$ cat src/rtl/binary_adder_pkg.sv
// rtl/binary_adder_pkg.sv - shared defaults and types for the binary_adder counter
//
// Purpose: default width/reset value for binary_adder and the default-width
//          count type used by code that handles the counter value.
// Ports:   none (package).

package binary_adder_pkg;

  localparam int DEFAULT_WIDTH       = 4;
  localparam int DEFAULT_RESET_VALUE = 6;

  typedef logic [DEFAULT_WIDTH-1:0] count_t;

endpackage : binary_adder_pkg

$ cat src/rtl/binary_adder_half_adder.sv
// rtl/binary_adder_half_adder.sv - one-bit half adder, the cell of the ripple incrementer
//
// Purpose: sum = a ^ b, carry = a & b.
// Ports:
//   a     input  1  operand bit (counter bit)
//   b     input  1  operand bit (carry from the previous stage)
//   sum   output 1  a XOR b
//   carry output 1  a AND b

module half_adder (
  input  logic a,
  input  logic b,
  output logic sum,
  output logic carry
);

  assign sum   = a ^ b;
  assign carry = a & b;

endmodule : half_adder

$ cat src/rtl/binary_adder.sv
// rtl/binary_adder.sv - registered +1 counter built from a half-adder ripple chain
//
// Purpose: counts rising clk edges at which increment is high, wrapping modulo
//          2^WIDTH; carry_out pulses for one cycle after a wrap to zero.
// Parameters:
//   WIDTH        counter width, 2..16
//   RESET_VALUE  value loaded into count while reset is high
// Ports:
//   clk        input  1      rising-edge clock
//   reset      input  1      asynchronous, active-high reset
//   increment  input  1      level-sampled count request
//   count      output WIDTH  current counter value (register output)
//   carry_out  output 1      registered wrap pulse

module binary_adder
  import binary_adder_pkg::*;
#(
  parameter int               WIDTH       = DEFAULT_WIDTH,
  parameter logic [WIDTH-1:0] RESET_VALUE = WIDTH'(DEFAULT_RESET_VALUE)
) (
  input  logic             clk,
  input  logic             reset,
  input  logic             increment,
  output logic [WIDTH-1:0] count,
  output logic             carry_out
);

  logic [WIDTH-1:0] count_q;
  logic [WIDTH-1:0] count_d;
  logic             carry_q;
  logic             carry_d;

  // Ripple chain: c[0] is the increment request itself, so with increment=0
  // the chain reproduces count unchanged and c[WIDTH] is 0. That makes the
  // hold case and the carry clear fall out of the arithmetic with no extra mux.
  logic [WIDTH:0]   c;
  logic [WIDTH-1:0] sum;

  assign c[0] = increment;

  for (genvar i = 0; i < WIDTH; i++) begin : g_ripple
    half_adder u_ha (
      .a     (count_q[i]),
      .b     (c[i]),
      .sum   (sum[i]),
      .carry (c[i+1])
    );
  end

  always_comb begin
    count_d = sum;
    carry_d = c[WIDTH];
  end

  always_ff @(posedge clk or posedge reset) begin
    if (reset) begin
      count_q <= RESET_VALUE;
      carry_q <= 1'b0;
    end else begin
      count_q <= count_d;
      carry_q <= carry_d;
    end
  end

  assign count     = count_q;
  assign carry_out = carry_q;

endmodule : binary_adder

$ cat config.mk
export PLATFORM = sky130hd
export DESIGN_NAME = binary_adder
export DESIGN_NICKNAME = d
export VERILOG_FILES = /design/src/rtl/binary_adder_pkg.sv /design/src/rtl/binary_adder_half_adder.sv /design/src/rtl/binary_adder.sv
export SDC_FILE = /design/constraint.sdc
export NUM_CORES = 1
export LEC_CHECK = 0
export BUFFER_PORTS_ARGS = -buffer_cell sky130_fd_sc_hd__buf_4
export CORE_AREA = 2 2 39 41
export CTS_BUF_LIST = sky130_fd_sc_hd__clkbuf_2
export CTS_CLUSTER_DIAMETER = 30
export DETAILED_ROUTE_END_ITERATION = 7
export DIE_AREA = 0 0 41 43
export PLACE_DENSITY = 0.36
export SYNTH_ARGS = -nofsm -noshare
export SYNTH_HDL_FRONTEND = slang
export SYNTH_SLANG_ARGS = --single-unit
$ cat constraint.sdc
create_clock -name clk -period 3.8 [get_ports clk]
set_input_delay 0.19 -clock clk [delete_from_list [all_inputs] [get_ports clk]]
set_output_delay 0.19 -clock clk [all_outputs]
set_load 0.02 [all_outputs]
==> metrics.md <==
| Metric | Value |
|---|---|
| Mapped Nets | `21` |
| Fin. max-slew vios | `0` |
| Synth Warn # | `0` |
| EDFF count, synth | `0` |
| Die height | `approximately 43 um` |
| Initial antenna violation count | `0` |
| Area Overhead vs Synth | `34.3%` |
| Crit-path max cell delay | `roughly 0.38 ns` |
| Share of the synthesized area in the top cell type | `a little over a third` |
| Total Nets Final | `30` |
| Drt drc | `0` |
| Post-Syn Area | `between 200 and 250 um^2` |
| Unique masters post-synth | `5` |
| I/O pins | `8` |
| Vias in the first global route | `around 120` |
| GP Congestion | `about 0.6` |
| Final wirelength | `280 um` |
| Max Clock Freq | `slightly below 0.8 GHz` |
| Mean Syn Cell Area | `between 15 and 20 um^2` |
| Endpoints failing setup | `0` |
| Slew headroom | `roughly 90%` |
| Diodes inserted | `0` |
| Setup crit start kind | `flip-flop` |
| Crit end category | `flip-flop` |
| Area of the core | `1380 um^2` |
| Hold Path Class | `in -> reg` |
| Total power | `235 uW` |
| CP arrival | `1.39 ns` |
| Starting density of the core | `around 15%` |
| CP required | `approximately 3.9 ns` |
| Status | `finished, final reports clean` |
| Clock Latency Late Sink | `0.22 ns` |
| Port Buf Inserts | `7` |
| Fillers | `~140` |
| Critical Path Fanout Max | `2` |
| Die area | `1760 um^2` |
| Clock Tree Buf Depth | `2` |
| RSZ-0062 raised after global routing | `no` |
| Seq/Total Area, Yosys | `between 60% and 70%` |
| GRT overflow | `0` |
| Worst-path clk slew | `0.06 ns` |
| Post-CTS Setup Repair Bufs | `0` |
| Dpl cell area | `around 250 um^2` |
| Leakage | `about 0.00015 uW` |
| Register bit count reported by yosys | `5` |
| Post-Syn Instances | `14` |
| Kind of critical path | `reg -> reg` |
| Layout cells sized above 1 | `59.1%` |
| Routed vias/inst | `roughly 3.2` |
| Final Hold Viols | `0` |
| Gr usage total | `~5.2%` |
| FP Rows | `14` |
| CP cell instances | `ha_1 -> ha_1 -> ha_1 -> ha_1` |
| Number of max-cap violations | `0` |
| TritonCTS clock tree | `done` |
| CTS H-Tree Depth | `1` |
| Final instance area | `approximately 280 um^2` |
| Setup_tns | `0 ns` |
| Fin crit share | `approximately a third` |
| Router iterations before antenna repair | `2` |
| Die Span X | `just over 40 um` |
| CTS root buf | `clkbuf_2` |
| Synth top area cells | `dfrtp_1 (36%), dfstp_2 (25%), ha_1 (24%), buf_4 (14%), inv_1 (1.8%)` |
| Mean routed wirelength per cell | `roughly 7.4 um` |
| Hold Crit Depth | `2` |
| Clk sink count | `5` |
| Num CTS Buffers | `3` |
| Worst slew pin tran | `between 0.15 and 0.2 ns` |
| Power Dens Cells | `roughly 830 nW/um^2` |
| Post-synth top cells | `buf_4 (4), ha_1 (4), dfrtp_1 (3)` |
| First-pass GRT wire length | `510 um` |
| Slowest-stage cell, CP | `dfrtp_1` |
| R2R depth | `4` |
| Crit-path most repeated cell | `ha_1` |
| Final antenna-violating net count | `0` |
| VDD IR max | `347 uV` |
| Routed via count | `about 120` |
| Largest net degree at the start of global routing | `6` |
| Initial DRC count | `2` |
| Final Skew | `approximately 0.0034 ns` |
| Async SR Flop Fraction | `100%` |
| Final Critical Period | `~1.3 ns` |
| Most used DFF post-synth | `dfrtp_1` |
| Top cell type by total area after synthesis | `dfrtp_1` |
cell usage in the layout (no fill, tap or decap):
master         n
dfrtp_1        3
clkbuf_2       4
dlygate4sd3_1  1
inv_1          1
dfstp_2        2
buf_4          7
ha_1           4
final timing paths:
kind,from,end,slack (ns)
min in group asynchronous,reset,count[3],0.43
max in group asynchronous,reset,count[1],3.13
setup / recovery,count[0],count[3],2.51
setup reg to reg,count[0],count[3],2.51
hold / removal,increment,count[0],0.20
hold reg to reg,count[0],count[0],0.50
state kept, by name (all words and copies together), names as in the netlist:
register   count
count          4
carry_out      1
power breakdown:
group | switching [uW] | internal (uW)
Clock | 21.7 | 27.9
Sequential | 12.3 | 85.2
Combinational | 48.7 | 39.7
critical path: cells and delay by family, from the launching register on:
kind / cells / cell delay [ns]
flip-flops: 1 / 0.38
adder cells (fa/ha/maj): 4 / 0.80
routing by layer:
layer,up-vias,share of wire [%],global-route usage [%]
met3,0,23,8.90
li1,57,-,-
met4,0,0,4.00
met1,55,41,3.92
met2,10,36,5.31
met5,-,0,0
what timing repair did:
action                                 CTS  global route
endpoints found under the hold margin    3             0
setup endpoints to repair                0             0
gates resized for setup                  0             0
hold buffers                             1             0
stage by stage:
step	utilization (%)	setup slack, ns	instances	hold slack, ns
after global routing	20.5	2.47	38	0.196
after floorplan	-	2.55	14	-0.0329
after CTS	20.5	2.49	38	0.190
after detailed placement	18.4	2.50	33	0.106
final	20.5	2.51	38	0.200
after global placement	18.4	2.50	33	0.105
logic make-up after synthesis:
group | synth area share, %
flip-flops | 60.4
buffers and inverters | 16.0
adder cells (fa/ha/maj) | 23.7
layout make-up:
type                            instances  area [um^2]  area share (%)
Sequential cell                         5          128            44.9
Timing Repair Buffer                    8         62.6            22.0
Multi-Input combinational cell          4         50.0            17.6
Clock buffer                            4         20.0            7.05
Tap cell                               16         20.0            7.05
Inverter                                1         3.75            1.32
No activity file was read; power rests on OpenSTA's default activity.
